--- src/rtl/nbody_pkg.sv ---
// Shared state type and phase encodings for the N-body pair/update sequencer.
package nbody_pkg;

  localparam logic [2:0] PH_IDLE        = 3'd0;
  localparam logic [2:0] PH_ACCEL       = 3'd1;
  localparam logic [2:0] PH_ACCEL_DRAIN = 3'd2;
  localparam logic [2:0] PH_UPDATE      = 3'd3;
  localparam logic [2:0] PH_UPD_DRAIN   = 3'd4;
  localparam logic [2:0] PH_DONE        = 3'd5;

  typedef enum logic [2:0] {
    IDLE        = PH_IDLE,
    ACCEL       = PH_ACCEL,
    ACCEL_DRAIN = PH_ACCEL_DRAIN,
    UPDATE      = PH_UPDATE,
    UPD_DRAIN   = PH_UPD_DRAIN,
    DONE        = PH_DONE
  } state_t;

endpackage

--- src/rtl/nbody_delay_line.sv ---
// Fixed-latency shift register carrying {valid, address}; flush empties it in one cycle.
module nbody_delay_line #(
  parameter int WIDTH = 1,
  parameter int DEPTH = 1
) (
  input  logic             clk,
  input  logic             rst,
  input  logic             flush,
  input  logic [WIDTH-1:0] din,
  output logic [WIDTH-1:0] dout
);

  logic [WIDTH-1:0] sr_p [DEPTH];

  always_ff @(posedge clk or posedge rst) begin
    if (rst) begin
      for (int k = 0; k < DEPTH; k++) sr_p[k] <= '0;
    end else if (flush) begin
      for (int k = 0; k < DEPTH; k++) sr_p[k] <= '0;
    end else begin
      sr_p[0] <= din;
      for (int k = 1; k < DEPTH; k++) sr_p[k] <= sr_p[k-1];
    end
  end

  assign dout = sr_p[DEPTH-1];

endmodule

--- src/rtl/nbody_sequencer.sv ---
// Sequences all-pairs acceleration issue and position updates over several timesteps.
// Optional build macro NBODY_SKIP_SELF_EN drops the i==j pairs from the issue stream.
module nbody_sequencer
  import nbody_pkg::*;
#(
  parameter int BODIES   = 512,
  parameter int ACCL_LAT = 95,
  parameter int ADD_LAT  = 20,
  parameter int STEP_W   = 16,
  localparam int BIDX_W  = $clog2(BODIES)
) (
  input  logic              clk,
  input  logic              rst,
  input  logic              go,
  input  logic              ack,
  input  logic [BIDX_W-1:0] cfg_last,
  input  logic [STEP_W-1:0] cfg_steps,
  output logic              busy,
  output logic              done,
  output logic [2:0]        phase,
  output logic              pair_valid,
  output logic [BIDX_W-1:0] pi_addr,
  output logic [BIDX_W-1:0] pj_addr,
  output logic              acc_first,
  output logic              acc_last,
  output logic              vwr_en,
  output logic [BIDX_W-1:0] vwr_addr,
  output logic              upd_rd_en,
  output logic [BIDX_W-1:0] upd_rd_addr,
  output logic              upd_wr_en,
  output logic [BIDX_W-1:0] upd_wr_addr,
  output logic [STEP_W-1:0] step_cnt,
  output logic              first_step
);

  localparam int MAX_LAT = (ACCL_LAT > ADD_LAT) ? ACCL_LAT : ADD_LAT;
  localparam int CNT_W   = $clog2(MAX_LAT + 1);
  localparam logic [CNT_W-1:0]  ACC_END = CNT_W'(ACCL_LAT - 1);
  localparam logic [CNT_W-1:0]  UPD_END = CNT_W'(ADD_LAT - 1);
  localparam logic [BIDX_W-1:0] ONE     = BIDX_W'(1);

  state_t state, state_nx;
  logic              go_q;
  logic [BIDX_W-1:0] last_q, i_cnt, j_cnt, j_first, j_step, j_start;
  logic [STEP_W-1:0] steps_q;
  logic [CNT_W-1:0]  dcnt;
  logic              start, abort, row_end, accel_end;
  logic [BIDX_W:0]   vline_out, uline_out;

  // go_q resets high so a go already asserted out of reset is not taken as an edge
  assign start = (state == IDLE) && go && !go_q;
  assign abort = (state != IDLE) && !go;

`ifdef NBODY_SKIP_SELF_EN
  assign j_start = ONE;
  assign j_first = (i_cnt == '0) ? ONE : '0;
  assign row_end = (j_cnt == last_q) || ((j_cnt == last_q - ONE) && (i_cnt == last_q));
  assign j_step  = (j_cnt + ONE == i_cnt) ? j_cnt + BIDX_W'(2) : j_cnt + ONE;
`else
  assign j_start = '0;
  assign j_first = '0;
  assign row_end = (j_cnt == last_q);
  assign j_step  = j_cnt + ONE;
`endif

  assign accel_end = row_end && (i_cnt == last_q);

  always_ff @(posedge clk or posedge rst) begin
    if (rst) state <= IDLE;
    else     state <= state_nx;
  end

  always_comb begin
    state_nx = state;
    case (state)
      IDLE:        if (start) state_nx = ACCEL;
      ACCEL:       if (accel_end) state_nx = ACCEL_DRAIN;
      ACCEL_DRAIN: if (dcnt == ACC_END) state_nx = UPDATE;
      UPDATE:      if (i_cnt == last_q) state_nx = UPD_DRAIN;
      UPD_DRAIN:   if (dcnt == UPD_END) state_nx = (step_cnt == steps_q) ? DONE : ACCEL;
      DONE:        if (ack) state_nx = IDLE;
      default:     state_nx = IDLE;
    endcase
    if (abort) state_nx = IDLE;
  end

  always_ff @(posedge clk or posedge rst) begin
    if (rst) begin
      go_q     <= 1'b1;
      last_q   <= '0;
      steps_q  <= '0;
      step_cnt <= '0;
      i_cnt    <= '0;
      j_cnt    <= '0;
      dcnt     <= '0;
    end else begin
      go_q <= go;
      dcnt <= ((state == ACCEL_DRAIN || state == UPD_DRAIN) && state_nx == state) ? dcnt + CNT_W'(1) : '0;
      case (state)
        IDLE: if (start) begin
          last_q   <= cfg_last;
          steps_q  <= cfg_steps;
          step_cnt <= '0;
          i_cnt    <= '0;
          j_cnt    <= j_start;
        end
        ACCEL: begin
          if (accel_end) begin
            i_cnt <= '0;
          end else if (row_end) begin
            i_cnt <= i_cnt + ONE;
            j_cnt <= '0;
          end else begin
            j_cnt <= j_step;
          end
        end
        UPDATE: i_cnt <= i_cnt + ONE;
        UPD_DRAIN: if (state_nx == ACCEL) begin
          step_cnt <= step_cnt + STEP_W'(1);
          i_cnt    <= '0;
          j_cnt    <= j_start;
        end
        default: ;
      endcase
    end
  end

  // Issue stage: enables are gated by go so an abort cycle emits nothing
  assign pair_valid  = (state == ACCEL) && go;
  assign pi_addr     = i_cnt;
  assign pj_addr     = j_cnt;
  assign acc_first   = pair_valid && (j_cnt == j_first);
  assign acc_last    = pair_valid && row_end;
  assign upd_rd_en   = (state == UPDATE) && go;
  assign upd_rd_addr = i_cnt;

  nbody_delay_line #(.WIDTH(BIDX_W + 1), .DEPTH(ACCL_LAT)) u_vline (
    .clk   (clk),
    .rst   (rst),
    .flush (abort),
    .din   ({pair_valid, pi_addr}),
    .dout  (vline_out)
  );

  nbody_delay_line #(.WIDTH(BIDX_W + 1), .DEPTH(ADD_LAT)) u_uline (
    .clk   (clk),
    .rst   (rst),
    .flush (abort),
    .din   ({upd_rd_en, upd_rd_addr}),
    .dout  (uline_out)
  );

  // Write stage: delayed copies of the issue stage
  assign vwr_en      = vline_out[BIDX_W] && !abort;
  assign vwr_addr    = vline_out[BIDX_W-1:0];
  assign upd_wr_en   = uline_out[BIDX_W] && !abort;
  assign upd_wr_addr = uline_out[BIDX_W-1:0];

  assign busy       = (state != IDLE) && (state != DONE);
  assign done       = (state == DONE);
  assign phase      = state;
  assign first_step = busy && (step_cnt == '0);

endmodule

--- config.mk ---
export PLATFORM = sky130hd
export DESIGN_NAME = nbody_sequencer
export DESIGN_NICKNAME = d
export VERILOG_FILES = /design/src/rtl/nbody_pkg.sv /design/src/rtl/nbody_delay_line.sv /design/src/rtl/nbody_sequencer.sv
export SDC_FILE = /design/constraint.sdc
export NUM_CORES = 2
export LEC_CHECK = 0
export BUFFER_PORTS_ARGS = -buffer_cell sky130_fd_sc_hd__buf_4
export CORE_MARGIN = 8
export CORE_UTILIZATION = 60
export DETAILED_ROUTE_END_ITERATION = 12
export GPL_TIMING_DRIVEN = 0
export MAX_ROUTING_LAYER = met4
export PLACE_DENSITY_LB_ADDON = 0.12
export RECOVER_POWER = 25
export SETUP_SLACK_MARGIN = 0.5
export SYNTH_ARGS = -nofsm -noshare
export SYNTH_HDL_FRONTEND = slang
export SYNTH_HIERARCHICAL = 1
export SYNTH_SLANG_ARGS = --single-unit
--- constraint.sdc ---
create_clock -name clk -period 80.6 [get_ports clk]
set_input_delay 0 -clock clk [delete_from_list [all_inputs] [get_ports clk]]
set_output_delay 0 -clock clk [all_outputs]
set_load 0.03 [all_outputs]
# Word level (Yosys, flattened, before mapping)
# Index checks and enable logic that the tools add are counted.
[word_totals]
regBits = 1220
input_bits = 29
output_inout_bits = 73
[op_classes]
add_sub_neg = 4
n_eq_ne = 17
muxes = 23
n_reduce_logical = 28
[op_table]
columns = ["op", "n"]
rows = [
  ["950-bit two-way mux", 1],
  ["200-bit two-way mux", 1],
  ["9-bit two-way mux", 6],
  ["9-bit case mux with 4 select lines", 1],
  ["16-bit two-way mux", 2],
  ["16-bit case mux with 2 select lines", 1],
  ["9-bit case mux with 3 select lines", 1],
  ["3-bit two-way mux", 8],
  ["9-bit by 1-bit adder with 9-bit output, second input constant", 2],
  ["9-bit equality test", 2],
  ["3-bit case mux with 6 select lines", 1],
  ["16-bit by 1-bit adder with 16-bit output, second input constant", 1],
  ["16-bit equality test", 1],
  ["16-bit logical NOT", 1],
  ["1-bit logical AND", 13],
  ["9-bit logical NOT", 1],
  ["4-bit AND reduction", 2],
  ["7-bit by 1-bit adder with 7-bit output, second input constant", 1],
  ["7-bit by 5-bit equality test with 1-bit output, second input constant", 1],
  ["7-bit equality test, second input constant", 1],
  ["7-bit two-way mux", 1],
  ["3-bit by 1-bit equality test with 1-bit output, second input constant", 2],
  ["3-bit by 2-bit equality test with 1-bit output, second input constant", 2],
  ["3-bit equality test, second input constant", 2],
  ["12 further kinds", 17],
]

# Depth between registers and ports, before layout
[logic_depth]
word_depth = 9
mapped_depth = 11

# Modules after synthesis
# Netlist, hierarchy kept.
[by_module_without_submodules]
columns = ["module", "n_inst", "cells_each", "area_per_inst_um2", "seq_area_each_um2"]
rows = [
  ["nbody_delay_line (u_vline)", 1, 2017, 31367.6, 23772.8],
  ["nbody_delay_line (u_uline)", 1, 433, 6444.9, 5004.8],
  ["nbody_sequencer", 1, 462, 4061.4, 1752.9],
]

# Worst setup path after synthesis
# OpenSTA, ideal clock, no wires.
[synth_timing]
path_type = "flip-flop to flip-flop"
startpoint = "register state[0] (netlist: phase[0])"
endpoint = "register step_cnt[15]"
arrival_time_ns = 2.646
required_ns = 80.522
slack_ns = 77.876
path_stages_with_launch = 11
n_path_buf = 3
synth_period_minus_slack_ns = 2.724
cell_sequence = "dfrtp_1 > buf_2 > nor3b_4 > nand4_2 > a41oi_1 > o31ai_1 > or3_1 > buf_2 > buf_6 > or4_1 > a21oi_1"
[synth_between]
elab_chain_len = 9
elab_cells_between_ends = 24
classes_between = "8 x eq/ne; 9 x mux; 7 x reduce/logical"
[synth_rtl]
columns = ["item", "line", "rtl"]
rows = [
  ["start, declared", "nbody_sequencer.sv:42", "state_t state, state_nx;"],
  ["start signal, assigned", "nbody_sequencer.sv:70", "else state <= state_nx;"],
  ["3-bit logical NOT", "nbody_sequencer.sv:51, nbody_sequencer.sv:75, nbody_sequencer.sv:99", ""],
  ["1-bit logical AND (2 in series)", "nbody_sequencer.sv:51", "assign start = (state == IDLE) && go && !go_q;"],
  ["3-bit two-way mux", "nbody_sequencer.sv:76", "IDLE: if (start) state_nx = ACCEL;"],
  ["3-bit case mux with 6 select lines", "nbody_sequencer.sv:75", "case (state)"],
  ["3-bit two-way mux", "nbody_sequencer.sv:84", "if (abort) state_nx = IDLE;"],
  ["3-bit by 1-bit equality test with 1-bit output", "nbody_sequencer.sv:118", "UPD_DRAIN: if (state_nx == ACCEL) begin"],
  ["2-bit by 1-bit inequality test with 1-bit output (no line)", "-", ""],
  ["3-bit AND reduction (no line)", "-", ""],
  ["end signal, assigned", "nbody_sequencer.sv:119", "step_cnt <= step_cnt + STEP_W'(1);"],
  ["end, declared", "nbody_sequencer.sv:32", "output logic [STEP_W-1:0] step_cnt,"],
]
# Several ways; a longest one is shown, not always the timed one.
# A chain may end at the register's enable or synchronous reset.

==> impl_results.md <==
* GRT Resource Usage Total at between 10% and 20%
* Setup TNS at 0 ns
* Crit-path cells: dlygate4sd3_1 -> clkbuf_1 -> clkinvlp_2 -> clkbuf_1
* Outcome: finished, violations left
* Slowest CP cell: clkbuf_1
* Failing checks: capacitance limit, slew limit
* Yosys top cell area share at 72.85%
* CTS Buffer Depth at 3
* CTS buffer count at ~120
* Unrepaired setup endpoints after global routing: no
* I/O Pins at a little over 100
* Family with the most delay on the worst path: buffers and inverters
* First-pass GRT wire length at roughly 110,000 microns
* Initial Util at about three fifths
* Post-CTS Setup Inserts at 0
* Post-Place Cells at about 4,000
* Clock slew at reported path FFs at roughly 0.060 ns
* Post-synth top area cell: dfrtp_1
* # setup viols final at 0
* Max_cap viols at 7
* WS Path Type: input port to asynchronous set/reset pin
* DR WL/cell at around 15 microns
* Hold Vio Cnt, Final at 0
* Number of flops mapped to enable cells by yosys at 0
* Sink Count at between 1,000 and 1,500
* Max incr delay on CP at 5.00 ns
* Worst Max-Slew Pin Slew at 7.016 ns
* PD cells at 28.07 mW/mm^2
* Max Clock Freq at about 0.12 GHz
* Vias in the first global route at about 22,000
* Vias at between 20,000 and 25,000
* Clk_lat worst skew at between 0.6 and 0.7 ns
* Count leader, synth: dfrtp_1
* Worst vdd ir at between 0.02 and 0.025 mV
* Mapped Nets at 2,948
* Die Wd at approximately 280 microns
* Synth unique cells at 52
* Crit-path max FO at between 100 and 150
* Via/cell ratio at around 4.8
* Diodes inserted at 0
* Crit path buf inv count at 4
* Post-Synthesis Cells at approximately 2,900
* Syn Std Cell Area at 0.04187 sq mm
* Crit-path most repeated cell: clkbuf_1
* Ys async rst share at between 90% and 100%
* Largest cells by area after synthesis: dfrtp_1 (73%), nor2b_1 (13%), nor2b_2 (5.9%), buf_6 (1.5%), nand2_1 (0.88%)
* Synth Flop Type: dfrtp_1
* Pleak at 25.33 nW
* Final min period at a little under 9 ns
* CP Capture Type: asynchronous set/reset pin
* Startpoint Class: input port
* Relative slew slack at -367.7%
* Crit path DAT at between 7 and 8 ns
* Hold_ws at between 0.06 and 0.07 ns
* YS warnings at 6
* R2R setup slack at 77.49 ns
* Die height at between 200 and 300 microns
* Dpl hpwl at between 30,000 and 40,000 microns
* Initial antenna violation count at 0
* Commonest cells in the netlist: dfrtp_1 (1,219), nor2b_1 (877), nor2b_2 (280)
* Global route overflow at 0
* Initial DRC count at between 900 and 1,000
* Core region area at a little under 0.07 sq mm
* Fraction of layout cells with a size suffix above 1 at between 20 and 25%
* GP Congestion at between 0.8 and 0.9
* Non-filler instance count after layout at between 4,000 and 5,000
* Drt drc at 0
* H-tree levels at 3
* Share of the yosys chip area belonging to registers at 72.91%
* Placed cell area at 0.04405 sq mm
* Nets at about 3,200
* I/O Buffers at 101
* Post-route ant nets at 0
* Avg Inst Size Synth at around 14 sq um
* Design area at around 0.048 sq mm
* Req. time, crit path at about 80 ns
* Tcrit/Tclk final at 10.77%
* CTS root buf: clkbuf_16
* Seq cells post-synth at roughly 1,200
* Synthesis-to-finish area growth at 15.11%
* Full die area at between 0.07 and 0.08 sq mm
* Initial DRT Pass Iterations at 5
* Largest net degree at the start of global routing at between 150 and 200
* CTS tree: done
* Setup Skew at between 0.02 and 0.03 ns
* Routed wire length at 64,070 microns
* Slew Viols, Final at between 700 and 800
* Cell row count at just under 100
* Hold Crit Class: input port to register
==> power by group <==
group          switching [mW]  internal [mW]
Clock                   0.219          0.334
Sequential             0.0132          0.634
Combinational           0.103         0.0503
Total                   0.336           1.02
==> flip-flops by register name (all words and copies together), names as in the netlist <==
signal / cells
u_vline/sr_p: 940
u_uline/sr_p: 190
step_cnt: 16
steps_q: 16
u_uline/dout: 10
u_vline/dout: 10
last_q: 9
pi_addr: 9
pj_addr: 9
dcnt: 7
phase: 3
go_q: 1
==> per-stage QoR <==
| stage | utilization (%) | power, mW | setup slack (ns) |
|---|---|---|---|
| CTS | 69.48 | 1.373 | 77.52 |
| detailed placement | 63.34 | 0.8117 | 77.59 |
| floorplan | - | 0.7705 | 53.88 |
| global route | 69.31 | 1.414 | 69.94 |
| finish | 69.31 | 1.353 | 71.92 |
| global placement | 62.99 | 0.8050 | 47.27 |
==> kinds of logic (layout without fill, tap and decap cells) <==
kind of cell | Yosys count | in the layout | share of synthesized area (%)
flops | 1220 | 1220 | 72.91
compound gates | 60 | 60 | 0.9383
mux | 6 | 6 | 0.1524
xor+xnor | 40 | 40 | 0.8366
simple gates | 1392 | 1392 | 21.79
fa+ha+maj | 7 | 7 | 0.2092
buf+inv | 187 | 532 | 3.164
==> repair_timing <==
item / CTS / global route
hold buffers: 27 / 0
hold endpoints to repair: 377 / 0
gates resized for setup: 0 / 0
==> worst register-to-register path, stage by stage (launching register included) <==
cell      delay [ns]
dfrtp_1         0.39
clkbuf_1        0.22
xor2_1          0.21
nor4_1          0.34
nand4_1         0.22
o2111a_1        0.33
or2_2           0.34
o21ai_0         0.66
o21ai_0         0.25
==> cells in the final DEF, fill, tap and decap left out, types with 4 or more instances in the layout <==
cell type	n
and3_1	17
clkbuf_16	115
nor2b_2	280
xor2_1	35
nand2_1	98
clkbuf_8	28
buf_16	4
dlygate4sd3_1	27
nor3_1	10
xnor2_1	5
nor3b_1	5
buf_4	131
clkbuf_1	55
buf_2	59
and2_1	4
inv_1	8
nor2_1	28
nand2b_1	9
buf_6	57
nand4_1	6
or4_1	6
clkinv_2	19
nand3_1	23
o31ai_1	10
nor4_1	12
a21oi_1	10
o21ai_0	21
dfrtp_1	1219
a211o_1	7
nor2b_1	877
bufinv_16	14
ha_1	7
==> layer usage <==
layer,global-route usage (%),vias to the layer above,share of wire [%]
met5,-,-,0
met4,5.360,0,2.2
met3,2.877,119,3.3
met2,28.38,270,51
met1,22.59,10460,44
li1,-,9453,-
==> worst paths after layout <==
path | end | startpoint | cells after the start
worst max-delay path | u_vline/sr_p[722] | rst | 4
min in group asynchronous | pi_addr[3] | rst | 3
worst min register to register | u_vline/sr_p[364] | u_vline/sr_p[374] | 1
worst min-delay path | steps_q[7] | cfg_steps[7] | 4
worst max register to register | pi_addr[2] | step_cnt[5] | 8
max in group clk | pi_addr[2] | step_cnt[5] | 8
==> final cells by class <==
class,count,area (sq um)
inverters,11,45.04
fillers,4630,21340
repair buffers,136,1146
clock inverters,43,651.9
well taps,940,1176
flip-flops and latches,1220,30530
plain buffers,176,1284
multi-input cells,1505,10020
clock buffers,166,3349
No activity file was read; power rests on OpenSTA's default activity.
